### config.mk
export PLATFORM = sky130hd
export DESIGN_NAME = apple_ctrl
export DESIGN_NICKNAME = d
export VERILOG_FILES = /design/src/rtl/snake_pkg.sv /design/src/rtl/apple_ctrl_lfsr16.sv /design/src/rtl/apple_ctrl.sv
export SDC_FILE = /design/constraint.sdc
export NUM_CORES = 1
export LEC_CHECK = 0
export ABC_AREA = 1
export BUFFER_PORTS_ARGS = -buffer_cell sky130_fd_sc_hd__buf_2
export CORE_UTILIZATION = 56
export DETAILED_ROUTE_END_ITERATION = 8
export HOLD_SLACK_MARGIN = 0.02
export PLACE_DENSITY_LB_ADDON = 0.1
export SLEW_MARGIN = 20
export SYNTH_ARGS = -nofsm -noshare
export SYNTH_HDL_FRONTEND = slang
export SYNTH_SLANG_ARGS = --single-unit
### constraint.sdc
create_clock -name clk -period 1.65 [get_ports clk]
set_input_delay 0.165 -clock clk [delete_from_list [all_inputs] [get_ports clk]]
set_output_delay 0.165 -clock clk [all_outputs]
set_load 0.03 [all_outputs]
### src/rtl/snake_pkg.sv
// Shared snake-game definitions: game status codes, grid defaults,
// apple FSM states and the apple LFSR tap mask.
package snake_pkg;

    localparam logic [1:0] ST_RESTART = 2'b00;
    localparam logic [1:0] ST_PLAY    = 2'b01;
    localparam logic [1:0] ST_PAUSE   = 2'b10;
    localparam logic [1:0] ST_DIE     = 2'b11;

    localparam int DEF_GRID_W  = 40;
    localparam int DEF_GRID_H  = 30;
    localparam int DEF_COORD_W = 6;

    localparam logic [15:0] LFSR_TAPS = 16'hB400;

    typedef enum logic [1:0] {
        SPAWN,
        ACTIVE,
        EATEN
    } apple_state_t;

endpackage

### src/rtl/apple_ctrl_lfsr16.sv
// 16-bit Galois LFSR (right shift) with seed load and step enable.
// Load has priority over enable.
module lfsr16
    import snake_pkg::*;
#(
    parameter logic [15:0] SEED = 16'hACE1
) (
    input  logic        clk,
    input  logic        rst,
    input  logic        load,
    input  logic        en,
    output logic [15:0] state
);

    always_ff @(posedge clk or negedge rst) begin
        if (!rst) begin
            state <= SEED;
        end else if (load) begin
            state <= SEED;
        end else if (en) begin
            state <= state[0] ? ((state >> 1) ^ LFSR_TAPS) : (state >> 1);
        end
    end

endmodule

### src/rtl/apple_ctrl.sv
// Apple placement, eat detection and score pulses for the snake game.
// Define APPLE_BONUS_EN to enable the quick-eat reward_grade bonus.
module apple_ctrl
    import snake_pkg::*;
#(
    parameter int          GRID_W       = DEF_GRID_W,
    parameter int          GRID_H       = DEF_GRID_H,
    parameter int          COORD_W      = DEF_COORD_W,
    parameter int          BONUS_FRAMES = 20,
    parameter int          PULSE_CYCLES = 4,
    parameter logic [15:0] LFSR_SEED    = 16'hACE1
) (
    input  logic               clk,
    input  logic               rst,
    input  logic [1:0]         game_status,
    input  logic               frame_tick,
    input  logic [COORD_W-1:0] head_x,
    input  logic [COORD_W-1:0] head_y,
    output logic [COORD_W-1:0] apple_x,
    output logic [COORD_W-1:0] apple_y,
    output logic               apple_valid,
    output logic               add_cube,
    output logic               reward_grade
);

    localparam int PW = $clog2(PULSE_CYCLES + 1);
    localparam logic [PW-1:0] PULSE_LD = PW'(PULSE_CYCLES);
    localparam logic [COORD_W-1:0] GW = COORD_W'(GRID_W);
    localparam logic [COORD_W-1:0] GH = COORD_W'(GRID_H);

    apple_state_t       state_q, state_d;
    logic [COORD_W-1:0] ax_q, ax_d, ay_q, ay_d;
    logic               valid_q, valid_d;
    logic               add_q, add_d;
    logic               rew_q, rew_d;
    logic [PW-1:0]      pcnt_q, pcnt_d;
    logic [15:0]        lfsr;
    logic               unused_lfsr;
    logic               restart, play, accept, hit, bonus_ok;
    logic [COORD_W-1:0] cx, cy;

    assign restart = (game_status == ST_RESTART);
    assign play    = (game_status == ST_PLAY);

    lfsr16 #(.SEED(LFSR_SEED)) u_lfsr (
        .clk   (clk),
        .rst   (rst),
        .load  (restart),
        .en    (1'b1),
        .state (lfsr)
    );

    // Candidate fields; upper LFSR bits only feed the sequence
    assign cx          = lfsr[COORD_W-1:0];
    assign cy          = lfsr[2*COORD_W-1:COORD_W];
    assign unused_lfsr = ^lfsr;

    assign accept = (cx < GW) && (cy < GH)
                 && !((cx == head_x) && (cy == head_y));
    assign hit    = (head_x == ax_q) && (head_y == ay_q);

`ifdef APPLE_BONUS_EN
    localparam int BW = $clog2(BONUS_FRAMES + 1);
    localparam logic [BW-1:0] BONUS_MAX = BW'(BONUS_FRAMES);
    logic [BW-1:0] bcnt_q, bcnt_d;
    assign bonus_ok = (bcnt_q < BONUS_MAX);
`else
    assign bonus_ok = 1'b0;
`endif

    always_comb begin
        state_d = state_q;
        ax_d    = ax_q;
        ay_d    = ay_q;
        valid_d = valid_q;
        add_d   = add_q;
        rew_d   = rew_q;
        pcnt_d  = pcnt_q;
`ifdef APPLE_BONUS_EN
        bcnt_d  = bcnt_q;
`endif
        unique case (state_q)
            SPAWN: begin
                if (play && accept) begin
                    ax_d    = cx;
                    ay_d    = cy;
                    valid_d = 1'b1;
                    state_d = ACTIVE;
`ifdef APPLE_BONUS_EN
                    bcnt_d  = '0;
`endif
                end
            end
            ACTIVE: begin
                if (play && frame_tick) begin
                    if (hit) begin
                        valid_d = 1'b0;
                        pcnt_d  = PULSE_LD;
                        add_d   = 1'b1;
                        rew_d   = bonus_ok;
                        state_d = EATEN;
                    end
`ifdef APPLE_BONUS_EN
                    else if (bcnt_q != BONUS_MAX) begin
                        bcnt_d = bcnt_q + BW'(1);
                    end
`endif
                end
            end
            EATEN: begin
                // Runs regardless of game status so a started pulse completes
                if (pcnt_q <= PW'(1)) begin
                    pcnt_d  = '0;
                    add_d   = 1'b0;
                    rew_d   = 1'b0;
                    state_d = SPAWN;
                end else begin
                    pcnt_d = pcnt_q - PW'(1);
                end
            end
            default: state_d = SPAWN;
        endcase
        if (restart) begin
            state_d = SPAWN;
            ax_d    = '0;
            ay_d    = '0;
            valid_d = 1'b0;
            add_d   = 1'b0;
            rew_d   = 1'b0;
            pcnt_d  = '0;
`ifdef APPLE_BONUS_EN
            bcnt_d  = '0;
`endif
        end
    end

    always_ff @(posedge clk or negedge rst) begin
        if (!rst) begin
            state_q <= SPAWN;
            ax_q    <= '0;
            ay_q    <= '0;
            valid_q <= 1'b0;
            add_q   <= 1'b0;
            rew_q   <= 1'b0;
            pcnt_q  <= '0;
`ifdef APPLE_BONUS_EN
            bcnt_q  <= '0;
`endif
        end else begin
            state_q <= state_d;
            ax_q    <= ax_d;
            ay_q    <= ay_d;
            valid_q <= valid_d;
            add_q   <= add_d;
            rew_q   <= rew_d;
            pcnt_q  <= pcnt_d;
`ifdef APPLE_BONUS_EN
            bcnt_q  <= bcnt_d;
`endif
        end
    end

    assign apple_x      = ax_q;
    assign apple_y      = ay_q;
    assign apple_valid  = valid_q;
    assign add_cube     = add_q;
    assign reward_grade = rew_q;

endmodule
==> results.cfg, run 1 <==
[outcome]
status = completed

[die]
design.die.area_um2 = 3770
pin_count = 32
initial_core_util = 0.587
die_h_um = 61.4
core_um2 = 3360
rows = 21
fp.dieW_um = 61.4

[pwr]
power_density_nw_per_um2 = 947
ir_drop_uv = 470
p_leak_nw = 1.18

[synthesis]
synth-seq-cells = 35
synth_cell_types = 33
yosys_warnings = 0
seq_area_frac_synth = 0.449
synthArstFlopShare = 1.00
syn_nets = 260
synth_edf_count = 0
syn_area_per_cell_um2 = 8.19
syn_inst = 241
synth_area_um2 = 1970
synth_flop_cell = dfrtp_1

[placement]
gp_congestion = 0.852
io_buffers = 30
place_ws_ns = 0.0167
dp_hpwl_um = 2920

[detailed_routing]
post_drt_wl_per_cell_um = 12.8
finalWirelength_um = 4210
drc = 0
num_vias = 1590
drtPass1Iterations = 4
detail-route-antenna-nets = 0
drtIter0Drc = 49
viasPerCell = 4.85

[worst_setup_path]
arrival_ns = 1.91
crit_slowest_cell = nor3_2
cp_slowest_stage_delay_ns = 0.58
required_ns = 1.92
worstSetupPathType = reg2reg
critPathLaunchType = register
crit_fanout = 6
path_cells = nor3_2 -> nand3_2 -> o21ai_2
end_kind = register

[clock_network]
cts_buffer_depth = 2
clkLatencyLatePin_ns = 0.35
clock-sinks = 35
cts_buffers = 5
cts_tree = yes
clk_pin_slew_ns = 0.12
htreeDepth = 2
postCtsSetupRepairBufs = 0
cts_root_buf = clkbuf_4

[sta]
period_needed_ns = 1.64
slew_viol_final = 0
tightest_slew_ns = 0.661
setup-violations-final = 0
hold_violations = 0
setup_ws_ns = 0.00826
clock.fmax_ghz = 0.609
finalCritPeriodShare = 0.995
relSlewSlack = 0.557
fin_skew_ns = 0.0129

[finish]
syn_to_final_growth_pct = 15.5
mostFrequentLayoutCells = nand2_1 (71), inv_1 (35), buf_2 (30), dfrtp_1 (27), nor2_1 (17)
final_common_cell = nand2_1
diodes = 0
fin_nets = 300
final_core_util = 0.678
drive_gt1_frac = 0.326

[global_routing]
grt_usage = 0.250
grt_max_degree = 36
antenna_found_initial = 0
overflow = 0
grt_pass1_vias = 1485
grt_pass1_wl_um = 6570

[worst_hold_path]
hold_class = in2reg

[job]
cap_violations = 0
-- sequential cells by signal (all words and copies together) (netlist names) --
register	cells
add_cube	1
apple_valid	1
apple_x	6
apple_y	6
pcnt_q	3
state_q	2
u_lfsr.state	16
-- cell usage after synthesis (2+ instances only) --
library cell,instances,area (um^2)
a21oi_1,4,20.0
buf_12,2,40.0
buf_4,2,15.0
dfrtp_1,27,676
dfstp_2,8,210
ha_1,2,25.0
inv_1,35,131
inv_2,5,18.8
nand2_1,72,270
nand3_1,11,55.1
nand3_2,7,70.1
nand4_1,3,18.8
nor2_1,19,71.3
nor2_2,3,18.8
nor3_2,2,20.0
o21ai_1,3,15.0
o21ai_2,11,96.3
or2_2,2,12.5
xnor2_1,9,78.8
-- metal layers --
layer  part of all wire  GRT usage  wire length (um)
met2               0.45      0.373              1920
met3              0.044     0.0735               187
met5                  0          0                 0
met1               0.47      0.337              1970
met4              0.034      0.117               142
-- stage by stage --
step	TNS, ns	hold slack (ns)	std cells	power (W)	instance area, um^2
2_1_floorplan	0	-0.131	241	0.00149	1970
3_3_place_gp	0	0.225	316	0.00163	2150
3_5_place_dp	0	0.225	316	0.00164	2150
4_1_cts	0	0.233	326	0.00214	2240
5_1_grt	-0.0431	0.239	328	0.00229	2280
6_report	0	0.235	328	0.00216	2280
-- report_power, final --
group	internal (W)	switching, W
clock network	0.000206	0.000295
logic	0.000210	0.000367
registers	0.000987	0.0000936
total	0.00140	0.000756
-- repair_timing --
action,4_1_cts,5_1_grt
hold endpoints to repair,27,0
endpoints found under the setup margin,6,13
gates cloned,1,2
hold buffers,1,0
gates resized for setup,1,5
-- worst max-delay path: cells and delay by family, from the launching register on --
family	cells	cell delay [ns]
compound gates	1	0.21
flops	1	0.42
simple gates	2	0.93
-- final timing paths --
kind                                             from                          to  slack [ns]  depth (start not counted)
max reg2reg                    state_q[1]$_DFFE_PN0P_      apple_x[0]$_DFFE_PN0P_       0.008                          3
min reg2reg                u_lfsr.state[12]$_DFF_PN0_  u_lfsr.state[11]$_DFF_PN1_        0.45                          1
min in group asynchronous                         rst   u_lfsr.state[2]$_DFF_PN0_        0.37                          3
max in group asynchronous                         rst  u_lfsr.state[10]$_DFF_PN1_        0.92                          3
min                                    game_status[1]  u_lfsr.state[14]$_DFF_PN0_        0.24                          4
max                            state_q[1]$_DFFE_PN0P_      apple_x[0]$_DFFE_PN0P_       0.008                          3
-- cell families after synthesis --
logic type	after synthesis	synth area share
AND/OR/NAND/NOR	126	0.306
buffers and inverters	48	0.117
flip-flops	35	0.449
AO/OA/AOI/OAI	19	0.0691
XOR/XNOR	10	0.0444
adder cells (fa/ha/maj)	2	0.0127
other	1	0.00190
-- cell type report --
cell class                      count  area, um^2
Multi-Input combinational cell    161         916
Timing Repair Buffer               37         205
Fill cell                         320        1080
Sequential cell                    35         886
Clock inverter                      1        5.00
Clock buffer                        7        55.1
Inverter                           41         156
Tap cell                           46        57.6
Power figures use the tool's default switching activity.
==> inputs of run 2 (changes only) <==
Settings changed: CELL_PAD_IN_SITES_DETAIL_PLACEMENT from default to 1, CELL_PAD_IN_SITES_GLOBAL_PLACEMENT from default to 1, CORE_UTILIZATION 56 to 41.
==> run 2 against run 1 <==
The run now ends with DRC left. Routed wire length increased by 15%. Clock-buffer cell count stayed put. Design area up 3.2%. Largest power group unchanged. Final cell count increased by 2.4%. Critical endpoint is now apple_y[0]$_DFFE_PN0P_.
==> results.cfg, run 2 (synthesis gave the netlist of run 1 again) <==
[outcome]
status = finished, violations left
violations = DRC

[clock_network]
cts_root_buf = clkbuf_8
clkLatencyLatePin_ns = 0.29
htreeDepth = 2
clock-sinks = 35
cts_buffer_depth = 2
cts_buffers = 5
clk_pin_slew_ns = 0.07
cts_tree = yes

[worst_setup_path]
endpoint = apple_y[0]$_DFFE_PN0P_
crit_fanout = 7
critPathLaunchType = register
rr_worst_depth = 7
arrival_ns = 1.78
r2r_setup_slack_ns = 0.08
path_cells = inv_1 -> a21oi_1 -> nor3_4 -> buf_4 -> nand3_4 -> nand3_1 -> o21ai_2
end_kind = register
r2r-end = apple_y[0]$_DFFE_PN0P_
required_ns = 1.86
critical_path.startpoint = u_lfsr.state[5]$_DFF_PN1_
reg2reg_from = u_lfsr.state[5]$_DFF_PN1_
worstSetupPathType = reg2reg
cp_slowest_stage_delay_ns = 0.53
crit_slowest_cell = dfstp_2

[global_routing]
grt_max_degree = 36
grt_usage = 0.201
overflow = 0
grt_pass1_wl_um = 7650
grt_pass1_vias = 1597
antenna_found_initial = 0

[sta]
setup-violations-final = 0
slew_viol_final = 0
relSlewSlack = 0.657
fin_skew_ns = 0.0135
finalCritPeriodShare = 0.950
holdWs_ns = 0.287
tns_ns = 0
hold_violations = 0
tightest_slew_ns = 0.513
rsz0062_at_grt = true
clock.fmax_ghz = 0.638
period_needed_ns = 1.57

[detailed_routing]
post_drt_wl_per_cell_um = 14.4
finalWirelength_um = 4840
num_vias = 1619
detail-route-antenna-nets = 0
met2WireLength_um = 2300
drtPass1Iterations = 6
viasPerCell = 4.82
drtIter0Drc = 63
highest_layer = met4
wl_met1_um = 2350
wl_met3_um = 132
drc = 1

[placement]
place_area_um2 = 2140
io_buffers = 30
dp_hpwl_um = 3370
dp.cells = 320
gp_congestion = 0.734

[die]
pin_count = 32
core_um2 = 4500
fp.dieW_um = 71.4
die_h_um = 71.4
initial_core_util = 0.438
rows = 24
design.die.area_um2 = 5100

[finish]
drive_gt1_frac = 0.327
final_common_cell = nand2_1
mostFrequentLayoutCells = nand2_1 (72), inv_1 (35), buf_2 (30), dfrtp_1 (27), nor2_1 (17)
diodes = 0
syn_to_final_growth_pct = 19.2
largest-register = u_lfsr.state
nFillCells = 559
post_layout_nonfiller_instances = 336
largest_reg_flops = 16
stdcell_area_um2 = 2350
fin_nets = 302

[pwr]
p_leak_nw = 1.21
ir_drop_uv = 506
finalPower_w = 0.00232
power_density_nw_per_um2 = 988

[worst_hold_path]
hold_class = in2reg
hold_depth = 4

[job]
cap_violations = 0
-- run 2: layer usage --
metal / global-route usage / vias to the layer above
li1: - / 823
met1: 0.272 / 770
met2: 0.315 / 21
met3: 0.0506 / 5
met4: 0.0689 / 0
met5: 0 / -
-- run 2: through the flow --
stage / worst slack, ns / util
after floorplan: 0.216 / -
final: 0.0831 / 0.523
after CTS: 0.0321 / 0.504
after detailed placement: -0.0284 / 0.476
after global placement: 0.00480 / 0.476
after global routing: -0.0387 / 0.523
-- run 2: repair_timing --
action                     CTS  global route
hold buffers                 1             0
pin swaps                    0             1
gates cloned                 1             2
hold endpoints to repair    27             0
setup endpoints to repair    9            15
setup buffers                0             4
resized for setup            2             6
-- run 2: critical path: cells and delay by family (launching register included) --
kind,cells,cell delay [ns]
and+or+nand+nor,3,0.34
AOI/OAI and AO/OA,2,0.36
DFF,1,0.53
buffers and inverters,2,0.25
-- run 2: power by group --
| group | total, W | switching, W | internal (W) |
|---|---|---|---|
| registers | 0.00108 | 0.0000900 | 0.000988 |
| logic | 0.000609 | 0.000387 | 0.000221 |
| clock network | 0.000638 | 0.000302 | 0.000337 |
| total | 0.00232 | 0.000779 | 0.00155 |
-- run 2: worst min-delay path by stage --
stage / startpoint / to / slack [ns]
6_report: game_status[1] / u_lfsr.state[13]$_DFF_PN1_ / 0.29
3_5_place_dp: rst / apple_x[5]$_DFFE_PN0P_ / 0.23
5_1_grt: game_status[1] / u_lfsr.state[13]$_DFF_PN1_ / 0.32
2_1_floorplan: rst / add_cube$_DFFE_PN0P_ / -0.13
4_1_cts: game_status[1] / u_lfsr.state[13]$_DFF_PN1_ / 0.27
3_3_place_gp: rst / apple_x[4]$_DFFE_PN0P_ / 0.24
-- run 2: final cells by class --
class                           instances  area, um^2  area share
Timing Repair Buffer                   39         220      0.0936
Clock inverter                          1        5.00     0.00213
Multi-Input combinational cell        161         935       0.397
Sequential cell                        35         886       0.376
Inverter                               41         156      0.0665
Tap cell                               52        65.1      0.0276
Clock buffer                            7        86.3      0.0367
